===== config.mk =====
export PLATFORM = sky130hd
export DESIGN_NAME = waveform_renderer
export DESIGN_NICKNAME = d
export VERILOG_FILES = /design/src/rtl/waveform_renderer_pkg.sv /design/src/rtl/waveform_renderer_trace_pixel_classifier.sv /design/src/rtl/waveform_renderer.sv
export SDC_FILE = /design/constraint.sdc
export NUM_CORES = 1
export LEC_CHECK = 0
export CAP_MARGIN = 5
export CORE_ASPECT_RATIO = 0.7
export CORE_UTILIZATION = 55
export DETAILED_ROUTE_END_ITERATION = 10
export GPL_TIMING_DRIVEN = 0
export PLACE_DENSITY = 0.79
export SYNTH_ARGS = -nofsm -noshare
export SYNTH_HDL_FRONTEND = slang
export SYNTH_HIERARCHICAL = 1
export SYNTH_SLANG_ARGS = --single-unit

===== constraint.sdc =====
create_clock -name clk -period 5.8 [get_ports clk]
set_input_delay 1.16 -clock clk [delete_from_list [all_inputs] [get_ports clk]]
set_output_delay 1.16 -clock clk [all_outputs]
set_load 0.02 [all_outputs]

===== src/rtl/waveform_renderer_pkg.sv =====
`default_nettype none
// ============================================================================
// waveform_renderer_pkg
// Shared VGA geometry, colour constants and trace margin for the renderer.
// Revision: 1.0
// ============================================================================
package waveform_renderer_pkg;

  localparam int VGA_HOR_RES    = 640;
  localparam int VGA_VER_RES    = 480;
  localparam int RGB_W          = 12;
  localparam int MARGIN_DEFAULT = 4;

  typedef enum logic [RGB_W-1:0] {
    BACKGROUND = 12'h000,
    GRID       = 12'h444,
    TRACE      = 12'h0F0
  } colour_e;

endpackage
`default_nettype wire


===== src/rtl/waveform_renderer_trace_pixel_classifier.sv =====
`default_nettype none
// ============================================================================
// trace_pixel_classifier
// Combinational colour decision for one pixel of a digital trace lane.
// Revision: 1.0
// ============================================================================
module trace_pixel_classifier
  import waveform_renderer_pkg::*;
#(
  parameter int ROW_W  = 9,
  parameter int CHN_W  = 4,
  parameter int MARGIN = MARGIN_DEFAULT
) (
  input  logic             valid_i,
  input  logic             b_i,
  input  logic             p_i,
  input  logic             first_col_i,
  input  logic [ROW_W-1:0] row_i,
  input  logic [ROW_W-1:0] offset_i,
  input  logic [ROW_W-1:0] height_i,
  input  logic [CHN_W-1:0] chan_i,
  output logic [RGB_W-1:0] colour_o
);

  // One extra bit so offset+height near the bottom of the screen cannot wrap.
  logic [ROW_W:0] row_x;
  logic [ROW_W:0] hi_row;
  logic [ROW_W:0] lo_row;
  logic           too_small;
  logic           lit;
  logic           separator;

  always_comb begin
    row_x     = {1'b0, row_i};
    hi_row    = {1'b0, offset_i} + (ROW_W+1)'(MARGIN);
    lo_row    = {1'b0, offset_i} + {1'b0, height_i} - (ROW_W+1)'(MARGIN + 1);
    too_small = {1'b0, height_i} < (ROW_W+1)'(2 * MARGIN + 2);
    lit       = (b_i && (row_x == hi_row)) ||
                (!b_i && (row_x == lo_row)) ||
                ((b_i != p_i) && first_col_i && (row_x >= hi_row) && (row_x <= lo_row));
    separator = (row_i == offset_i) && (chan_i != '0);
    colour_o  = BACKGROUND;
    if (valid_i && !too_small) begin
      if (lit) begin
        colour_o = TRACE;
      end else if (separator) begin
        colour_o = GRID;
      end
    end
  end

endmodule
`default_nettype wire


===== src/rtl/waveform_renderer.sv =====
`default_nettype none
// ============================================================================
// waveform_renderer
// 3-cycle pixel pipeline: sample RAM fetch, edge tracking and trace colouring.
// Revision: 1.0
// ============================================================================
module waveform_renderer
  import waveform_renderer_pkg::*;
#(
  parameter int MAX_CHAN_COUNT = 10,
  parameter int ADDR_W         = 10,
  parameter int H_RES          = VGA_HOR_RES,
  parameter int V_RES          = VGA_VER_RES,
  parameter int MARGIN         = MARGIN_DEFAULT,
  parameter int COLOR_W        = RGB_W
) (
  input  logic                              clk,
  input  logic                              rst_n,
  input  logic                              pixel_valid_i,
  input  logic [$clog2(H_RES)-1:0]          pixel_col_i,
  input  logic [$clog2(V_RES)-1:0]          pixel_row_i,
  input  logic                              hsync_i,
  input  logic                              vsync_i,
  input  logic                              is_channel_i,
  input  logic [$clog2(MAX_CHAN_COUNT)-1:0] channel_number_i,
  input  logic [$clog2(V_RES)-1:0]          channel_height_i,
  input  logic [$clog2(V_RES)-1:0]          channel_offset_i,
  input  logic [2:0]                        zoom_shift_i,
  input  logic [ADDR_W-1:0]                 start_addr_i,
  output logic                              mem_rd_en_o,
  output logic [ADDR_W-1:0]                 mem_addr_o,
  input  logic [MAX_CHAN_COUNT-1:0]         mem_data_i,
  output logic [COLOR_W-1:0]                rgb_o,
  output logic                              hsync_o,
  output logic                              vsync_o,
  output logic                              pixel_valid_o
);

  localparam int COL_W = $clog2(H_RES);
  localparam int ROW_W = $clog2(V_RES);
  localparam int CHN_W = $clog2(MAX_CHAN_COUNT);

  typedef struct packed {
    logic             valid;
    logic             hsync;
    logic             vsync;
    logic             is_channel;
    logic             first_col;
    logic             col_zero;
    logic [COL_W-1:0] idx;
    logic [ROW_W-1:0] row;
    logic [ROW_W-1:0] height;
    logic [ROW_W-1:0] offset;
    logic [CHN_W-1:0] chan;
  } stage_t;

  stage_t                    s1_d, s1_q, s2_q;
  logic                      vsync_prev_q;
  logic [ADDR_W-1:0]         frame_base_q;
  logic [ADDR_W-1:0]         mem_addr_d, mem_addr_q;
  logic [MAX_CHAN_COUNT-1:0] cur_word_d, cur_word_q;
  logic [MAX_CHAN_COUNT-1:0] prev_word_d, prev_word_q;
  logic [COL_W-1:0]          last_idx_d, last_idx_q;
  logic [COL_W-1:0]          col_mask;
  logic [RGB_W-1:0]          colour;
  logic [COLOR_W-1:0]        rgb_q;
  logic                      hsync_q, vsync_q, valid_q;

  always_comb begin
    col_mask         = COL_W'((32'd1 << zoom_shift_i) - 32'd1);
    s1_d.valid       = pixel_valid_i;
    s1_d.hsync       = hsync_i;
    s1_d.vsync       = vsync_i;
    s1_d.is_channel  = is_channel_i;
    s1_d.first_col   = (pixel_col_i & col_mask) == '0;
    s1_d.col_zero    = pixel_col_i == '0;
    s1_d.idx         = pixel_col_i >> zoom_shift_i;
    s1_d.row         = pixel_row_i;
    s1_d.height      = channel_height_i;
    s1_d.offset      = channel_offset_i;
    s1_d.chan        = channel_number_i;
    mem_addr_d       = frame_base_q + ADDR_W'(s1_d.idx);
  end

  // RAM data arrives during S2, so the current word is used combinationally here
  // and registered for the next pixel; prev_word only advances on an index change.
  always_comb begin
    cur_word_d  = s2_q.valid ? mem_data_i : cur_word_q;
    prev_word_d = prev_word_q;
    last_idx_d  = last_idx_q;
    if (s2_q.valid) begin
      last_idx_d = s2_q.idx;
      if (s2_q.col_zero) begin
        prev_word_d = cur_word_d;
      end else if (s2_q.idx != last_idx_q) begin
        prev_word_d = cur_word_q;
      end
    end
  end

  trace_pixel_classifier #(
    .ROW_W  (ROW_W),
    .CHN_W  (CHN_W),
    .MARGIN (MARGIN)
  ) u_classifier (
    .valid_i     (s2_q.valid && s2_q.is_channel),
    .b_i         (cur_word_d[s2_q.chan]),
    .p_i         (prev_word_d[s2_q.chan]),
    .first_col_i (s2_q.first_col),
    .row_i       (s2_q.row),
    .offset_i    (s2_q.offset),
    .height_i    (s2_q.height),
    .chan_i      (s2_q.chan),
    .colour_o    (colour)
  );

  always_ff @(posedge clk or negedge rst_n) begin
    if (!rst_n) begin
      vsync_prev_q <= 1'b0;
      frame_base_q <= '0;
      s1_q         <= '0;
      s2_q         <= '0;
      mem_addr_q   <= '0;
      cur_word_q   <= '0;
      prev_word_q  <= '0;
      last_idx_q   <= '0;
      rgb_q        <= '0;
      hsync_q      <= 1'b0;
      vsync_q      <= 1'b0;
      valid_q      <= 1'b0;
    end else begin
      vsync_prev_q <= vsync_i;
      if (vsync_i && !vsync_prev_q) begin
        frame_base_q <= start_addr_i;
      end
      s1_q         <= s1_d;
      mem_addr_q   <= mem_addr_d;
      s2_q         <= s1_q;
      cur_word_q   <= cur_word_d;
      prev_word_q  <= prev_word_d;
      last_idx_q   <= last_idx_d;
      rgb_q        <= COLOR_W'(colour);
      hsync_q      <= s2_q.hsync;
      vsync_q      <= s2_q.vsync;
      valid_q      <= s2_q.valid;
    end
  end

  assign mem_rd_en_o   = s1_q.valid;
  assign mem_addr_o    = mem_addr_q;
  assign rgb_o         = rgb_q;
  assign hsync_o       = hsync_q;
  assign vsync_o       = vsync_q;
  assign pixel_valid_o = valid_q;

endmodule
`default_nettype wire


# --- Word-level counts from Yosys, hierarchy flattened ---
# Cells that the tools add are included.
classes:
  n_addsub: 5
  magnitude_cmp: 4
  eq_ne: 5
  shifts: 2
  mux: 11
  bitwise: 1
  reduce_logical: 17
op_table:
  columns: ["operator", "n"]
  rows:
  - ["$mux 10", 4]
  - ["$mux 12", 2]
  - ["$eq 9x10->1", 2]
  - ["$logic_not 10->1", 2]
  - ["$mux 11", 1]
  - ["$add 10x10->10", 1]
  - ["$add 9x3->10 const B", 1]
  - ["$add 9x9->10", 1]
  - ["$and 10x10->10", 1]
  - ["$ge 9x10->1", 1]
  - ["$le 9x10->1", 1]
  - ["$ne 10x10->1", 1]
  - ["$shl 1x3->10 const A", 1]
  - ["$shr 10x3->10", 1]
  - ["$sub 10x1->10 const B", 1]
  - ["$sub 10x3->10 const B", 1]
  - ["$eq 9x9->1", 1]
  - ["$logic_and 1x1->1", 9]
  - ["$lt 9x4->1 const B", 1]
  - ["$bmux 1 s4", 2]
  - ["$lt 4x5->1 const B", 1]
  - ["$reduce_bool 4->1", 1]
  - ["$logic_not 1->1", 3]
  - ["$logic_or 1x1->1", 2]
  - ["other kinds (2)", 3]
word_totals:
  regBits: 159
  inputBits: 70
  output_inout_bits: 26
  word_cells: 76

# --- Longest topological paths before layout ---
# Gate-level depths: netlist (run 1).
logic_depth:
  word_depth: 13
  mapped_depth: 18
  ltp_nobuf: 17

# --- By module ---
# Netlist (run 1), hierarchy kept.
by_module_without_submodules:
  columns: ["mod", "instances", "cells_each", "area_per_inst_um2", "seq_area_each_um2"]
  rows:
  - ["waveform_renderer", 1, 397, 5741.8, 3978.8]
  - ["trace_pixel_classifier", 1, 180, 1300.0, 0.0]

# --- Least setup slack after synthesis (run 1) ---
# OpenSTA, ideal clock, no wires.
synth_path:
  path_type: "input port to flip-flop"
  from: "in zoom_shift_i[0]"
  to: "reg mem_addr_q[9], in the netlist mem_addr_o[9]"
  setup_time_ns: 0.080
  t_arrival_ns: 3.877
  t_required_ns: 5.720
  path_slack_ns: 1.844
  stages: 16
  path_buffers: 2
  cell_sequence: "clkbuf_1 > clkbuf_1 > mux2i_1 > a21oi_1 > nand2_1 > o21a_1 > inv_1 > ha_1 > a21o_1 > a21oi_1 > o21ai_1 > a21oi_1 > o21ai_1 > a21o_1 > a21oi_1 > xnor2_1"
synth_lines:
  columns: ["item", "line_no", "text"]
  rows:
  - ["start, declared", "waveform_renderer.sv:28", "input logic [2:0] zoom_shift_i,"]
  - ["end signal, assigned", "waveform_renderer.sv:137", "mem_addr_q <= mem_addr_d;"]
  - ["end, declared", "waveform_renderer.sv:60", "logic [ADDR_W-1:0] mem_addr_d, mem_addr_q;"]

==> results by group, run 1 <==
STA
  • Clock skew: between 0.009 and 0.01 ns
  • Endpoints failing setup: 0
  • Worst-Margin Slew: 0.675 ns
  • Final-report hold violation count: 0
  • Final min period: 4.26 ns
  • Pins Over Slew Limit: 0
  • Worst rel slew slack: 55.0%
  • Tcrit/Tclk final: between 70% and 80%
  • Final hold slack: 0.343 ns
  • RSZ-0062 raised after global routing: no
  • Final setup margin: ~1.5 ns
  • Setup TNS: 0 ns
  • Max Fclk: approximately 230 MHz

Finish
  • # diodes: 0
  • Final cell count without fillers: 870
  • Area delta synth->final: 25.0%
  • Layout cells sized above 1: 10.3%
  • Layout Nets: around 810
  • # fillers: around 860

Placed design
  • Cell count after placement: ~840
  • Dpl ws: 1.15 ns
  • GP Congestion: roughly 0.87
  • Hpwl dp: roughly 10000 um
  • Port-buffer cells: between 90 and 100

Yosys
  • Synth cell types: 58
  • Commonest cells in the netlist: dfrtp_1 (159), inv_1 (48), ha_1 (46), nor2_1 (34)
  • Ys Warns: 6
  • Yosys top cell area share: 56.5%
  • Post-synthesis cell count: 577
  • Yosys top cell by area: dfrtp_1
  • Syn Area/Cell: roughly 12 sq um
  • Most used DFF post-synth: dfrtp_1
  • Synth Register Bits: around 160
  • Top-count cell post-synth: dfrtp_1
  • Largest cells by area after synthesis: dfrtp_1 (57%), ha_1 (8.2%), mux2_1 (3.8%), xor2_1 (2.9%), inv_1 (2.6%)
  • Post-synth EDFFs: 0
  • Synth async-reset ratio: 100%
  • Sequential cell area fraction in the yosys report: between 50% and 60%
  • Cell Area, Synth: 7040 sq um

Worst setup path
  • Max FO, Critical Path: 10
  • WP data required: roughly 6.1 ns
  • Worst Setup End Kind: flop
  • Worst path bufs/invs: 4
  • CP startpoint kind: primary input
  • Critical path class: in -> reg
  • Slowest cell on crit path: clkdlybuf4s50_1
  • CP peak stage delay: around 0.53 ns
  • CP Data Arrival Time: ~4.6 ns
  • Delay-heaviest family, CP: buffers and inverters
  • Crit-path cells: clkdlybuf4s50_1, buf_1, buf_1, o21ai_1, mux2i_1, ha_1, inv_1, fa_1, nor2b_1, o21ai_1, a21boi_1, o21ai_1, nand2b_1, a21o_1, a21oi_1, xnor2_1
  • Most numerous cell on the critical path: o21ai_1
  • R2R cell count: 15
  • Critical Path Stages: 16

Run status
  • Status: completed

Pwr
  • PwrDens: roughly 330 nW/um^2
  • Sequential share of power: 43.8%
  • P_leak: around 4.1 nW
  • Switching Share: ~28%
  • Max IR drop VDD: 253 uV
  • NetSw: 0.000808 W
  • Int Power: around 0.0021 W
  • Combinational Power Share: between 10% and 20%
  • Overall Power: 0.00290 W
  • Clock Power Share: roughly 37%

GRT
  • Overall Global Routing Usage: around 24%
  • Antenna violations before repair: 0
  • Largest net degree at the start of global routing: 85
  • Gr ovfl total: 0
  • Vias in the first global route: between 4000 and 5000
  • First-pass GRT wire length: 24000 um

Clock tree
  • Htree depth: 4
  • Root Driver: clkbuf_16
  • Clock sink count: roughly 160
  • TritonCTS Buffers: 17
  • Post-CTS Setup Bufs: 0
  • Clk_lat worst skew: roughly 0.42 ns
  • CTS tree: yes
  • Number of gates resized after cts: 0
  • Clk pin slew, worst setup/hold paths: around 0.06 ns
  • CTS Hold Buffers Added: 0
  • Clock buffer depth: 2

Floorplan
  • Starting Density: about 56%
  • Die X: between 100 and 150 um
  • Rows: 34
  • # IOs: 96
  • Die area: about 13000 sq um
  • Core Area: ~12000 sq um
  • Die height: 96.7 um

Drt
  • Vias per std cell: 5.38
  • DR iter-0 viols: approximately 300
  • DR WL/cell: 16.9 um
  • Drc violations: 0
  • Via Count: ~4700
  • Antenna Nets Post-Route: 0
  • Router iterations before antenna repair: 5
  • Final Routed Wirelength: around 15000 um

Flow run
  • Max-cap violations: 0

Worst hold path
  • Hold Path Stages: 0
  • Worst min path class: reg -> reg
kinds of logic after synthesis:
logic type	synth area share (%)
AOI/OAI and AO/OA	7.68
buffers and inverters	4.60
xor gates and xnor gates	4.60
other	0.0533
adders and majority gates	8.74
muxes	8.58
DFF	56.5
and+or+nand+nor	9.24
stage by stage:
| step | utilization, % | cell area (sq um) |
|---|---|---|
| after global placement | 65.8 | 8200 |
| final | 70.6 | 8800 |
| after CTS | 70.6 | 8800 |
| after detailed placement | 66.1 | 8230 |
| after floorplan | - | 7060 |
| after global routing | 70.6 | 8800 |
cell type report:
cell class                      count  area [sq um]  area share, %
Buffer                             24           133           1.51
Clock buffer                       18           439           4.99
Clock inverter                     13           130           1.48
Inverter                           51           191           2.17
Multi-Input combinational cell    348          2760           31.3
Sequential cell                   159          3980           45.2
Tap cell                          162           203           2.30
Timing Repair Buffer               95           970           11.0
power groups by stage:
stage	Clock (W)	Combinational [W]	Sequential, W
detailed placement	0	0.000543	0.00128
global route	0.00114	0.000610	0.00128
finish	0.00107	0.000561	0.00127
CTS	0.00109	0.000559	0.00127
floorplan	0	0.000291	0.00131
global placement	0	0.000526	0.00128
cells in the final DEF (no fill, tap or decap), types with 5 or more instances in the layout:
master	count
ha_1	46
nand2_1	24
xnor2_1	14
xor2_1	23
nor4_1	8
mux2_1	24
clkbuf_16	17
o21ai_1	7
nand4_1	5
nor2b_1	5
dfrtp_1	159
nor2_1	34
nand3_1	14
buf_4	9
nor3_1	10
mux2i_1	12
a21o_1	8
clkdlybuf4s50_1	93
conb_1	6
mux2_2	13
clkbuf_1	10
inv_1	48
a21oi_1	24
o21ai_0	11
inv_6	5
state kept, by name, summed over array words and instances (netlist names):
register	cells
last_idx_q	10
frame_base_q	10
vsync_prev_q	1
prev_word_q	10
hsync_o	1
s1_q	45
cur_word_q	10
mem_addr_o	10
vsync_o	1
rgb_o	12
pixel_valid_o	1
s2_q	47
mem_rd_en_o	1
layer usage:
layer | track usage, % | vias up | routed length (um)
met5 | 0 | - | 0
met4 | 8.79 | 0 | 187
met2 | 35.7 | 156 | 6740
met3 | 5.56 | 20 | 968
li1 | - | 2222 | -
met1 | 34.7 | 2280 | 6800
worst register-to-register path: stages (launching register included):
cell and delay [ns]:
dfrtp_1 0.44, ha_1 0.36, ha_1 0.32, a21o_1 0.19
a21oi_1 0.27, nor2b_1 0.09, o21a_1 0.19, o41ai_1 0.34
xor2_1 0.22, ha_1 0.27, a21oi_1 0.20, nand2_1 0.08
o31a_1 0.23, a211o_1 0.33, a21oi_1 0.26, buf_4 0.16
worst paths after layout:
check / start / to / slack (ns)
worst max-delay path: zoom_shift_i[1] / mem_addr_o[8] / 1.54
worst min-delay path: s1_q[24] / s2_q[24] / 0.34
worst max register to register: s2_q[6] / rgb_o[5] / 1.80
worst min register to register: s1_q[24] / s2_q[24] / 0.34
max in group asynchronous: rst_n / cur_word_q[3] / 4.25
min in group asynchronous: rst_n / s2_q[21] / 0.74
Power figures use the tool's default switching activity.
==> inputs of run 2 (changes only) <==
==> constraint.sdc (replaced) <==
create_clock -name clk -period 3.95 [get_ports clk]
set_input_delay 0.79 -clock clk [delete_from_list [all_inputs] [get_ports clk]]
set_output_delay 0.79 -clock clk [all_outputs]
set_load 0.02 [all_outputs]
==> run 2 against run 1 <==
Final cell count unchanged. Core utilization rose by 0.22 points. Critical path depth is 1 lower. Largest power group unchanged. Flip-flop and latch count stayed put. Clock skew about the same. Non-clock buffer count unchanged. Highest routed layer unchanged.
==> results by group, run 2 (synthesis gave the netlist of run 1 again) <==
Run status
  • Status: completed

Worst setup path
  • Worst Setup End Kind: flop
  • R2R cell count: 15
  • Worst path bufs/invs: 1
  • Delay-heaviest family, CP: compound AO/OA/AOI/OAI gates
  • CP startpoint kind: flop
  • Most numerous cell on the critical path: ha_1
  • Max FO, Critical Path: 5
  • Critical Path Stages: 15
  • Crit-path cells: ha_1, ha_1, a21o_1, a21oi_2, nor2b_1, o21a_1, o41ai_2, xor2_1, ha_1, a21oi_1, nand2_1, o31a_1, a211o_1, and3b_1, buf_4
  • CP peak stage delay: 0.44 ns
  • Critical path class: reg -> reg
  • CP Data Arrival Time: roughly 4.1 ns
  • Slowest cell on crit path: dfrtp_1
  • WP data required: ~4.3 ns

Clock tree
  • TritonCTS Buffers: 17
  • Htree depth: 4
  • Clk_lat worst skew: between 0.4 and 0.5 ns
  • Clk pin slew, worst setup/hold paths: 0.06 ns
  • CTS tree: yes
  • Clock sink count: roughly 160
  • Clock buffer depth: 2
  • Root Driver: clkbuf_16
  • CTS Hold Buffers Added: 0

GRT
  • First-pass GRT wire length: 24000 um
  • Antenna violations before repair: 0
  • Vias in the first global route: between 4000 and 5000
  • Largest net degree at the start of global routing: between 80 and 90
  • Overall Global Routing Usage: 24.1%
  • Gr ovfl total: 0

Placed design
  • Hpwl dp: between 10000 and 15000 um
  • Port-buffer cells: 94
  • GP Congestion: 0.866

Finish
  • Layout cells sized above 1: a little under an eighth
  • Layout Nets: ~800
  • Most common cell after layout, fill and taps aside: dfrtp_1
  • Final Util: approximately 71%
  • Max reg flops: 47
  • Most frequent cells in the layout: dfrtp_1 (159), clkdlybuf4s50_1 (93), inv_1 (48)
  • Area delta synth->final: 25.4%
  • # diodes: 0
  • Register with the highest flop count: s2_q

Drt
  • Via Count: approximately 4700
  • Final Routed Wirelength: 14700 um
  • DR WL/cell: between 15 and 20 um
  • Antenna Nets Post-Route: 0
  • Drc violations: 0
  • Router iterations before antenna repair: 5
  • DR iter-0 viols: roughly 300
  • Vias per std cell: roughly 5.4

Floorplan
  • Rows: 34
  • Starting Density: approximately 56%
  • Die area: ~13000 sq um
  • Die height: around 97 um
  • # IOs: 96
  • Core Area: between 10000 and 15000 sq um
  • Die X: around 140 um

STA
  • Worst-Margin Slew: 0.675 ns
  • Pins Over Slew Limit: 0
  • Final min period: 3.82 ns
  • RSZ-0062 raised after global routing: no
  • Final hold slack: approximately 0.34 ns
  • Tcrit/Tclk final: ~97%
  • Endpoints failing setup: 0
  • Worst rel slew slack: a little under three fifths
  • Max Fclk: approximately 260 MHz
  • Final-report hold violation count: 0
  • Clock skew: between 0.009 and 0.01 ns

Pwr
  • P_leak: slightly above 4 nW
  • PwrDens: just under 500 nW/um^2
  • Max IR drop VDD: around 370 uV

Worst hold path
  • Worst min path class: reg -> reg
  • Hold Path Stages: 0

Flow run
  • Max-cap violations: 0
==> run 2: cell count changes in the layout (fill, tap and decap cells not counted), sizes merged <==
cell    change
clkbuf      +1
buf         -1
==> run 2: area by class of cell <==
class / count / area [sq um]
inverters: 51 / 191
multi-input cells: 348 / 2780
clock buffers: 18 / 439
plain buffers: 23 / 131
fillers: 854 / 3630
well taps: 162 / 203
clock inverters: 13 / 130
repair buffers: 96 / 977
flip-flops and latches: 159 / 3980
==> run 2: repair_timing <==
| action | CTS | global route |
|---|---|---|
| hold endpoints to repair | 0 | 0 |
| endpoints found under the setup margin | 0 | 8 |
| resized for setup | 0 | 7 |
| buffers inserted | 0 | 1 |
==> run 2: final timing paths <==
check                          from  slack, ns         to
min reg2reg                s1_q[24]       0.34   s2_q[24]
max in group asynchronous     rst_n       2.77   rgb_o[3]
max reg2reg                 s2_q[6]       0.13  rgb_o[10]
min                        s1_q[24]       0.34   s2_q[24]
min in group asynchronous     rst_n       0.37   s2_q[21]
max                         s2_q[6]       0.13  rgb_o[10]
==> run 2: per-layer routing <==
metal,up-vias,track usage (%),part of all wire [%]
li1,2223,-,-
met1,2296,34.7,46
met2,160,35.7,46
met3,19,5.56,6.5
met4,0,8.79,1.2
met5,-,0,0
==> run 2: per-stage QoR <==
stage	power, W	TNS [ns]	area (sq um)	instances	setup WS [ns]
after global routing	0.00445	0	8830	870	0.0134
after CTS	0.00429	0	8800	870	0.00211
after global placement	0.00265	-621.61	8200	838	-3.92
final	0.00426	0	8830	870	0.133
after detailed placement	0.00268	-0.667	8230	839	-0.328
after floorplan	0.00235	0	7060	582	0.364
==> run 2: worst reg2reg max path, delay by kind of cell (launching register included) <==
| kind | cells | cell delay, ns |
|---|---|---|
| buffers and inverters | 1 | 0.13 |
| AO/OA/AOI/OAI | 7 | 1.60 |
| AND/OR/NAND/NOR | 3 | 0.35 |
| flip-flops | 1 | 0.44 |
| XOR/XNOR | 1 | 0.22 |
| adder cells (fa/ha/maj) | 3 | 0.96 |
==> run 2: report_power, final <==
| part | switching (W) | internal [W] |
|---|---|---|
| logic | 0.000435 | 0.000395 |
| registers | 0.0000813 | 0.00178 |
| clock network | 0.000674 | 0.000894 |
==> inputs of run 3 (changes only) <==
--- a/config.mk
+++ b/config.mk
@@ -6,11 +6,12 @@
 export NUM_CORES = 1
 export LEC_CHECK = 0
 export CAP_MARGIN = 5
-export CORE_ASPECT_RATIO = 0.7
+export CORE_ASPECT_RATIO = 1.5
 export CORE_UTILIZATION = 55
 export DETAILED_ROUTE_END_ITERATION = 10
-export GPL_TIMING_DRIVEN = 0
-export PLACE_DENSITY = 0.79
+export DONT_BUFFER_PORTS = 1
+export GPL_TIMING_DRIVEN = 1
+export PLACE_DENSITY = 0.69
 export SYNTH_ARGS = -nofsm -noshare
 export SYNTH_HDL_FRONTEND = slang
 export SYNTH_HIERARCHICAL = 1
==> run 3 against run 2 <==
Fmax grew 5.5%. Clock power up 4%. Critical path type unchanged. Sequential share of layout area up 6.2 points. Register-to-register slack better by 0.20 ns. Highest routed layer is now met5. Largest cell class unchanged. Clock skew is 0.0024 ns higher. Count of clock-buffer cells in the layout unchanged. Die area about the same. Final cell count is 14% lower.
==> results by group, run 3 (synthesis gave the netlist of run 1 again) <==
Run status
  • Status: completed

Floorplan
  • Die area: about 13000 sq um
  • Core Area: between 10000 and 15000 sq um
  • Starting Density: ~56%
  • Die X: roughly 94 um
  • Die height: approximately 140 um
  • Rows: 50
  • # IOs: 96

Worst setup path
  • Slowest cell on crit path: dfrtp_1
  • CP startpoint kind: flop
  • CP Data Arrival Time: between 3 and 4 ns
  • Worst Setup End Kind: flop
  • Max FO, Critical Path: 5
  • WP data required: approximately 4.3 ns
  • CP startpoint: s2_q[6]
  • CP peak stage delay: ~0.43 ns
  • RR Startpoint: s2_q[6]
  • Crit-path cells: ha_1, ha_1, a21o_1, a21oi_1, nor2b_1, o21a_1, o41ai_2, xor2_1, ha_1, a21oi_1, nand2_1, o31a_1, a211o_1, a21oi_1
  • Critical path class: reg -> reg

Placed design
  • Port-buffer cells: 0
  • Hpwl dp: approximately 9000 um
  • Dpl ws: between 0.2 and 0.3 ns
  • GP Congestion: 0.879

Pwr
  • Overall Power: just over 0.004 W
  • Max IR drop VDD: between 300 and 400 uV
  • PwrDens: around 530 nW/um^2
  • P_leak: 3.66 nW

Clock tree
  • Clock sink count: between 150 and 200
  • TritonCTS Buffers: 17
  • Htree depth: 4
  • Clock buffer depth: 2
  • CTS tree: yes
  • Clk_lat worst skew: between 0.4 and 0.5 ns
  • CTS Hold Buffers Added: 0
  • Root Driver: clkbuf_16
  • Clk pin slew, worst setup/hold paths: approximately 0.070 ns

Finish
  • Layout Nets: 698
  • # fillers: 1021
  • Most frequent cells in the layout: dfrtp_1 (159), inv_1 (48), ha_1 (46)
  • Final Util: between 60% and 70%
  • Max reg flops: 47
  • # diodes: 0
  • Layout cells sized above 1: 11.0%
  • Most common cell after layout, fill and taps aside: dfrtp_1
  • Area delta synth->final: 10.1%
  • Register with the highest flop count: s2_q

Drt
  • Drc violations: 0
  • Vias per std cell: 5.58
  • Router iterations before antenna repair: 5
  • Final Routed Wirelength: 12600 um
  • DR iter-0 viols: 124
  • Antenna Nets Post-Route: 0
  • DR WL/cell: ~17 um
  • Via Count: approximately 4200

STA
  • Clock skew: between 0.01 and 0.015 ns
  • Pins Over Slew Limit: 0
  • Worst-Margin Slew: ~0.9 ns
  • Endpoints failing setup: 0
  • Setup TNS: 0 ns
  • RSZ-0062 raised after global routing: no
  • Max Fclk: approximately 280 MHz
  • Final min period: 3.62 ns
  • Worst rel slew slack: approximately 42%
  • Final-report hold violation count: 0
  • Tcrit/Tclk final: between 90 and 100%
  • Final setup margin: 0.332 ns

Worst hold path
  • Worst min path class: in -> async

GRT
  • Largest net degree at the start of global routing: 160
  • First-pass GRT wire length: around 21000 um
  • Gr ovfl total: 0
  • Antenna violations before repair: 1
  • Vias in the first global route: 4331
  • Overall Global Routing Usage: about a fifth

Flow run
  • Max-cap violations: 0
## run 3: power by group
group	internal, W	switching [W]
combinational	0.000244	0.000273
sequential	0.00178	0.000143
clock	0.000923	0.000711
## run 3: layer usage
layer	track usage [%]	share of wire (%)
met5	0	0.10
met2	34.2	52
met3	6.09	5.8
met4	10.8	2.9
met1	23.6	39
## run 3: timing repair
action / 4_1_cts / 5_1_grt
buffers inserted: 0 / 0
setup endpoints to repair: 0 / 3
resized for setup: 0 / 2
## run 3: through the flow
step | cell area [sq um] | std cells | hold slack [ns]
floorplan | 7060 | 582 | 0.331
global placement | 7150 | 717 | 0.332
detailed placement | 7150 | 717 | 0.335
CTS | 7740 | 749 | 0.0442
global route | 7760 | 749 | 0.0348
finish | 7760 | 749 | 0.0618
## run 3: path summary, 6_finish.rpt
kind                             endpoint  slack [ns]  cells after the start
setup / recovery                 rgb_o[4]        0.33                     14
max in group asynchronous        s1_q[11]        3.63                      0
hold reg to reg                   s2_q[0]        0.34                      0
min in group clk                  s2_q[0]        0.34                      0
setup reg to reg                 rgb_o[4]        0.33                     14
hold / removal             prev_word_q[8]        0.06                      0
## run 3: critical path, delay by kind of cell, from the launching register on
kind	cells	cell delay [ns]
xor gates and xnor gates	1	0.18
AOI/OAI and AO/OA	8	1.81
adders and majority gates	3	0.94
and+or+nand+nor	2	0.14
DFF	1	0.43
## run 3: final cells by class
type                            count  area (sq um)  area share (%)
Sequential cell                   159          3980            51.3
Multi-Input combinational cell    348          2770            35.7
Clock buffer                       18           439            5.66
Tap cell                          156           195            2.52
Inverter                           51           191            2.47
Clock inverter                     14           156            2.02
Timing Repair Buffer                3          22.5           0.290
